$ cat config.mk
export PLATFORM = sky130hd
export DESIGN_NAME = door_timer
export DESIGN_NICKNAME = d
export VERILOG_FILES = /design/src/rtl/door_timer_pkg.sv /design/src/rtl/door_elapsed.sv /design/src/rtl/door_timer.sv
export SDC_FILE = /design/constraint.sdc
export NUM_CORES = 1
export LEC_CHECK = 0
export CORE_MARGIN = 2
export CORE_UTILIZATION = 45
export DETAILED_ROUTE_END_ITERATION = 10
export PLACE_DENSITY = 0.65
export SLEW_MARGIN = 20
export SYNTH_ARGS = -nofsm -noshare
export SYNTH_HDL_FRONTEND = slang
export SYNTH_SLANG_ARGS = --single-unit
$ cat constraint.sdc
create_clock -name clk -period 5 [get_ports clk]
set_input_delay 1 -clock clk [delete_from_list [all_inputs] [get_ports clk]]
set_output_delay 1 -clock clk [all_outputs]
set_load 0.01 [all_outputs]
$ cat src/rtl/door_timer_pkg.sv
// Shared constants for the door-sequencing timer: state encoding and tick width.
package door_timer_pkg;

    localparam int TICK_W = 32;

    typedef enum logic [1:0] {
        ST_IDLE    = 2'd0,
        ST_OPENING = 2'd1,
        ST_HOLD    = 2'd2,
        ST_CLOSING = 2'd3
    } state_t;

endpackage

$ cat src/rtl/door_elapsed.sv
// Phase-entry snapshot of the tick count and wrap-safe elapsed/expired computation.
import door_timer_pkg::*;

module door_elapsed (
    input  logic              clk,
    input  logic              rst,
    input  logic              load,
    input  logic [TICK_W-1:0] count,
    input  logic [TICK_W-1:0] dur,
    output logic [TICK_W-1:0] elapsed,
    output logic              expired
);

    logic [TICK_W-1:0] t0_r;

    // Snapshot register, reloaded on every phase entry or hold extension
    always_ff @(posedge clk or posedge rst) begin
        if (rst) begin
            t0_r <= {TICK_W{1'b0}};
        end else if (load) begin
            t0_r <= count;
        end
    end

    // Modulo-2^32 subtraction keeps the measurement correct across counter rollover
    assign elapsed = count - t0_r;
    assign expired = (elapsed >= dur);

endmodule

$ cat src/rtl/door_timer.sv
// Door cycle sequencer (IDLE -> OPENING -> HOLD -> CLOSING) timed against an external tick count.
// Optional feature: define DOOR_OBSTRUCT_EN to let obstruct/open_btn reopen a closing door.
import door_timer_pkg::*;

module door_timer #(
    parameter int unsigned T_OPEN  = 32'd50_000_000,
    parameter int unsigned T_HOLD  = 32'd150_000_000,
    parameter int unsigned T_CLOSE = 32'd50_000_000
) (
    input  logic              clk,
    input  logic              rst,
    input  logic [TICK_W-1:0] count,
    input  logic              start,
    input  logic              open_btn,
    input  logic              obstruct,
    output logic              motor_open,
    output logic              motor_close,
    output logic              door_open,
    output logic              busy,
    output logic              done,
    output logic [1:0]        state
);

    localparam logic [TICK_W-1:0] T_OPEN_C  = TICK_W'(T_OPEN);
    localparam logic [TICK_W-1:0] T_HOLD_C  = TICK_W'(T_HOLD);
    localparam logic [TICK_W-1:0] T_CLOSE_C = TICK_W'(T_CLOSE);

    state_t            state_r;
    state_t            next_state_s;
    logic              load_s;
    logic              done_s;
    logic              expired_s;
    logic [TICK_W-1:0] dur_s;
    logic [TICK_W-1:0] elapsed_s;
    logic              unused_s;

    door_elapsed u_elapsed (
        .clk     (clk),
        .rst     (rst),
        .load    (load_s),
        .count   (count),
        .dur     (dur_s),
        .elapsed (elapsed_s),
        .expired (expired_s)
    );

    // Next-state, snapshot-load and completion decode
    always_comb begin
        next_state_s = state_r;
        load_s       = 1'b0;
        done_s       = 1'b0;
        dur_s        = T_OPEN_C;
        case (state_r)
            ST_IDLE: begin
                dur_s = T_OPEN_C;
                if (start || open_btn) begin
                    next_state_s = ST_OPENING;
                    load_s       = 1'b1;
                end else begin
                    next_state_s = ST_IDLE;
                end
            end
            ST_OPENING: begin
                dur_s = T_OPEN_C;
                if (expired_s) begin
                    next_state_s = ST_HOLD;
                    load_s       = 1'b1;
                end else begin
                    next_state_s = ST_OPENING;
                end
            end
            ST_HOLD: begin
                dur_s = T_HOLD_C;
                // A button press restarts the hold even on the timeout edge
                if (open_btn) begin
                    next_state_s = ST_HOLD;
                    load_s       = 1'b1;
                end else if (expired_s) begin
                    next_state_s = ST_CLOSING;
                    load_s       = 1'b1;
                end else begin
                    next_state_s = ST_HOLD;
                end
            end
            ST_CLOSING: begin
                dur_s = T_CLOSE_C;
`ifdef DOOR_OBSTRUCT_EN
                if (obstruct || open_btn) begin
                    next_state_s = ST_OPENING;
                    load_s       = 1'b1;
                end else if (expired_s) begin
                    next_state_s = ST_IDLE;
                    done_s       = 1'b1;
                end else begin
                    next_state_s = ST_CLOSING;
                end
`else
                if (expired_s) begin
                    next_state_s = ST_IDLE;
                    done_s       = 1'b1;
                end else begin
                    next_state_s = ST_CLOSING;
                end
`endif
            end
            default: begin
                next_state_s = ST_IDLE;
            end
        endcase
    end

    // State register and registered output decode from the next state
    always_ff @(posedge clk or posedge rst) begin
        if (rst) begin
            state_r     <= ST_IDLE;
            motor_open  <= 1'b0;
            motor_close <= 1'b0;
            door_open   <= 1'b0;
            busy        <= 1'b0;
            done        <= 1'b0;
        end else begin
            state_r     <= next_state_s;
            motor_open  <= (next_state_s == ST_OPENING);
            motor_close <= (next_state_s == ST_CLOSING);
            door_open   <= (next_state_s == ST_HOLD);
            busy        <= (next_state_s != ST_IDLE);
            done        <= done_s;
        end
    end

    assign state = state_r;

`ifdef DOOR_OBSTRUCT_EN
    assign unused_s = &{1'b0, elapsed_s};
`else
    assign unused_s = &{1'b0, elapsed_s, obstruct};
`endif

endmodule
Word-level counts from Yosys, hierarchy flattened
Index checks and enable logic that the tools add are counted.
Word-level totals
  register bits after elaboration: 39
  bits in latches: 0
  bits in writable memories: 0
  memory bits (read-only): 0
  input port bits: 37
  output and inout bits: 7
  memories: 0
Operators by class
  $add $sub $neg: 1
  multiply operators: 0
  divide/modulo/power cells: 0
  magnitude comparators: 1
  eq/ne operators: 6
  shift operators: 0
  muxes and demuxes: 12
  bitwise gates (word level): 0
  reductions and logical operators: 4
Operators by type and width (number)
  $pmux 32 s2: 1
  $ge 32x32->1: 1
  $sub 32x32->32: 1
  $eq 2x2->1 const B: 4
  $pmux 2 s4: 1
  $mux 1: 7
  $eq 2x1->1 const B: 2
  $mux 2: 2
  $pmux 1 s3: 1
  $reduce_or 3->1: 1
  $logic_not 2->1: 1
  $reduce_bool 2->1: 1
  $logic_or 1x1->1: 1

Logic depth before layout (Yosys ltp)
  depth after elaboration: 8
  depth in mapped cells: 20
  gate-level depth less buffers: 18

By module
From an unflattened synthesis, not the netlist that was laid out.
Unflattened totals
  cells, all modules: 497
  area total of the unflattened synthesis: 4008.8 µm²
Modules (own cells, without submodules)
  door_elapsed: instances 1, cells an instance 468, area each 3651.0 µm², sequential area each 800.8 µm²
  door_timer: instances 1, cells an instance 29, area each 357.8 µm², sequential area each 175.2 µm²

Worst setup path after synthesis
OpenSTA, ideal clock, no wires.
  path type: input to register
  from: input count[13]
  to: register u_elapsed.t0_r[10]
  setup time: 0.125 ns
  arrival time: 4.748 ns
  required time: 4.875 ns
  setup slack: 0.127 ns
  cell stages on the path: 19
  cells stage by stage: ha_1 and3_1 and4_1 o21a_1 a311oi_2 o21ai_0 a21o_1 a21oi_1 xnor2_1 ha_1 nand2_1 a211oi_1 a41o_1 o2111a_1 nor3_4 a211oi_2 buf_6 buf_6 mux2_4
Between the ends
  longest elaborated chain between the ends: 5
Ends and longest elaborated chain
  from (decl): RTL line door_timer.sv:12  | input logic [TICK_W-1:0] count,
  $sub 32x32->32 *: RTL line door_elapsed.sv:26  | assign elapsed = count - t0_r;
  $ge 32x32->1 *: RTL line door_elapsed.sv:27  | assign expired = (elapsed >= dur);
  $mux 1 *: RTL line door_timer.sv:65, door_timer.sv:78
  $mux 1: RTL line door_timer.sv:75  | if (open_btn) begin
  $pmux 1 s3 *: RTL line door_timer.sv:53  | case (state_r)
  to (signal assigned): RTL line door_elapsed.sv:19  | t0_r <= {TICK_W{1'b0}};
  to (signal assigned): RTL line door_elapsed.sv:21  | t0_r <= count;
  to (decl): RTL line door_elapsed.sv:14  | logic [TICK_W-1:0] t0_r;
Every way passes the cells marked *; elsewhere a longest branch is shown, timed or not.
A chain may end at the register's enable or synchronous reset.

Worst setup path after layout
  from: input count[14]
  to: register u_elapsed.t0_r[19]
Same word-level chain as after synthesis.

==> flow_summary.toml <==
[outcome]
outcome = "completed"

[sta]
slew_violations = 0
whs_ns = 0.511
min_period_ns = 4.80
max_freq_mhz = 208
finalCritPeriodShare = 0.960
rsz0062_at_grt = "no"
fin_setup_tns_ns = 0
finalSetupViolations = 0
max_slew_margin = 0.622
fin_skew_ns = 0.00461
worst_slew_pin_slew_ns = 0.562
hold_viol = 0

[floorplanning]
initial_core_util = 0.457
die-area_sq_um = 8970
fp-row-count = 33
dieHeight_microns = 94.7
core_sq_um = 8090
die-width_microns = 94.7
ioPinCount = 44

[cells_and_area]
final_area_sq_um = 5280
syn2layout_area_growth_pct = 42.7
insertedDiodeCount = 0
drive_above_1_share = 0.299
final_net_count = 615
final_cells = 646

[yosys]
async_flop_share = 1.00
yosysWarnings = 0
synth.distinct_cells = 61
synthCells = 426
synthTopCellsByCount = "43 x inv_1, 43 x nand2_1, 39 x dfrtp_1, 37 x ha_1, 33 x a21oi_1"
synth_area_sq_um = 3700
synth_top_cell_by_area = "dfrtp_1"
synth_edf_count = 0
yosysSeqAreaShare = 0.264
synth_flop_cell = "dfrtp_1"
synthesis.nets = 501
synth.top_cells.by_area = "dfrtp_1 26%, ha_1 13%, mux2_2 5.8%, a21oi_1 4.5%, inv_1 4.4%"
synth_top_area_share = 0.264
synth_seq_cells = 39
postSynthAreaPerCell_sq_um = 8.69

[critical_path]
required_ns = 5.19
worstPathArrival_ns = 4.99
crit_family = "compound AO/OA/AOI/OAI gates"
reg2reg_to = "u_elapsed.t0_r[19]"
r2r_slack_ns = 0.74
reg2reg_from = "u_elapsed.t0_r[2]"
cpPeakStageDelay_ns = 0.52
critPathSlowestCell = "clkdlybuf4s50_1"
crit_end = "u_elapsed.t0_r[19]"
path_depth = 21
crit_chain = "clkdlybuf4s50_1, ha_4, and3_4, and4_1, o21a_1, a311oi_2, buf_4, o21ai_2, a21o_1, a21oi_2, xnor2_1, ha_1, nand2_1, a211oi_2, a41o_1, o2111a_2, nor3_4, a211oi_4, buf_6, buf_12, mux2_2"
worstSetupPathType = "in2reg"
path_max_fanout = 8
critPathLaunch = "count[14]"
start_kind = "input pin"
path_buf_inv = 4
reg2reg_depth = 22
endpoint_kind = "register"

[detailed_routing]
drt-initial-drc-count = 158
ant_nets = 0
drcViolationCount = 0
viasPerCell = 5.57
wire_per_inst_microns = 15.2
dr.pass1.iters = 4
wirelength_mm = 9.83
vias = 3601

[clocking]
cts_max_level = 2
clockBufferDepth = 2
insertion_delay_ns = 0.30
clkTransAtPathRegs_ns = 0.09
cts_made_buffers = 5
cts_root_buf = "clkbuf_8"
cts_tree = "built"
cts.sinks = 39

[global_route]
grt_antenna_before_repair = 0
grt_pass1_vias = 3543
grt_max_degree = 40
gr-total-overflow = 0
track_usage = 0.225
grt_first_pass_wirelength_mm = 16.2

[power_and_ir_drop]
p_clk_frac = 0.086
p_seq_frac = 0.154
p_leak_nw = 2.50
p_int_mw = 2.14
switching_power_mw = 1.68
vdd_drop_max_v = 0.000272
p_sw_frac = 0.439
combPwrFrac = 0.760
total_power_mw = 3.82
powerDensity_nw_per_um2 = 723

[placed_design]
finalWeightedCongestion = 0.866
port_buffers = 42
dp.cells = 626
hpwl_mm = 6.82
placed_area_sq_um = 4700

[min_path]
hp-class = "reg2reg"

[run]
maxCapViolCount = 0
[flip-flops by register name (all words and copies together) (netlist names)]
signal          flops
door_open           1
busy                1
state               2
u_elapsed.t0_r     32
motor_open          1
motor_close         1
done                1
[area by class of cell]
class	instances	area [sq um]
clock buffers	5	68.8
well taps	105	131
multi-input cells	328	2750
flip-flops and latches	39	976
clock inverters	3	67.6
repair buffers	122	1130
fillers	692	2810
inverters	44	165
[routing by layer]
| metal | global-route usage | wire, microns | vias to the layer above |
|---|---|---|---|
| met5 | 0 | 0 | - |
| met4 | 0.0495 | 157 | 0 |
| met3 | 0.0303 | 385 | 16 |
| met2 | 0.392 | 4650 | 77 |
| met1 | 0.295 | 4640 | 1735 |
| li1 | - | - | 1773 |
[stage by stage]
step | utilization | worst slack (ns)
2_1_floorplan | - | 0.127
3_3_place_gp | 0.581 | -0.402
3_5_place_dp | 0.581 | -0.496
4_1_cts | 0.623 | 0.00262
5_1_grt | 0.652 | 0.00786
6_report | 0.652 | 0.200
[worst min-delay path by stage]
| stage | start | end | slack [ns] | depth (start not counted) |
|---|---|---|---|---|
| global placement | u_elapsed.t0_r[30] | u_elapsed.t0_r[30] | 0.49 | 1 |
| floorplan | u_elapsed.t0_r[25] | u_elapsed.t0_r[25] | 0.48 | 1 |
| detailed placement | u_elapsed.t0_r[10] | u_elapsed.t0_r[10] | 0.49 | 1 |
| finish | u_elapsed.t0_r[3] | u_elapsed.t0_r[3] | 0.51 | 1 |
| global route | u_elapsed.t0_r[30] | u_elapsed.t0_r[30] | 0.53 | 1 |
| CTS | u_elapsed.t0_r[3] | u_elapsed.t0_r[3] | 0.52 | 1 |
[layout by cell type, fill, tap and decap left out, types with 12 or more instances in the layout]
master,n
inv_1,43
mux2_2,19
nor2_1,22
buf_4,74
dfrtp_1,39
nand2_1,43
o21ai_0,19
clkdlybuf4s50_1,32
a21oi_1,26
ha_1,24
xor2_1,12
[repair_timing]
action                                 4_1_cts  5_1_grt
pin swaps                                   19       20
setup endpoints to repair                   29       36
hold buffers                                 0        0
buffers inserted                             8        1
cloned                                       3        0
resized for setup                           16       37
endpoints found under the hold margin        0        0
[power by group through the flow]
stage	registers [mW]	clock network (mW)	logic (mW)
after global placement	0.583	0	2.35
after global routing	0.612	0.352	3.18
after floorplan	0.561	0	1.67
after detailed placement	0.592	0	2.40
after CTS	0.586	0.340	2.72
final	0.587	0.330	2.90
[cells by family after synthesis]
group | count (synthesis) | share of synthesized area
DFF | 39 | 0.264
adders and majority gates | 38 | 0.130
muxes | 32 | 0.106
buffers and inverters | 59 | 0.0669
xor gates and xnor gates | 20 | 0.0473
AOI/OAI and AO/OA | 128 | 0.240
and+or+nand+nor | 110 | 0.145
Power figures use the tool's default switching activity.
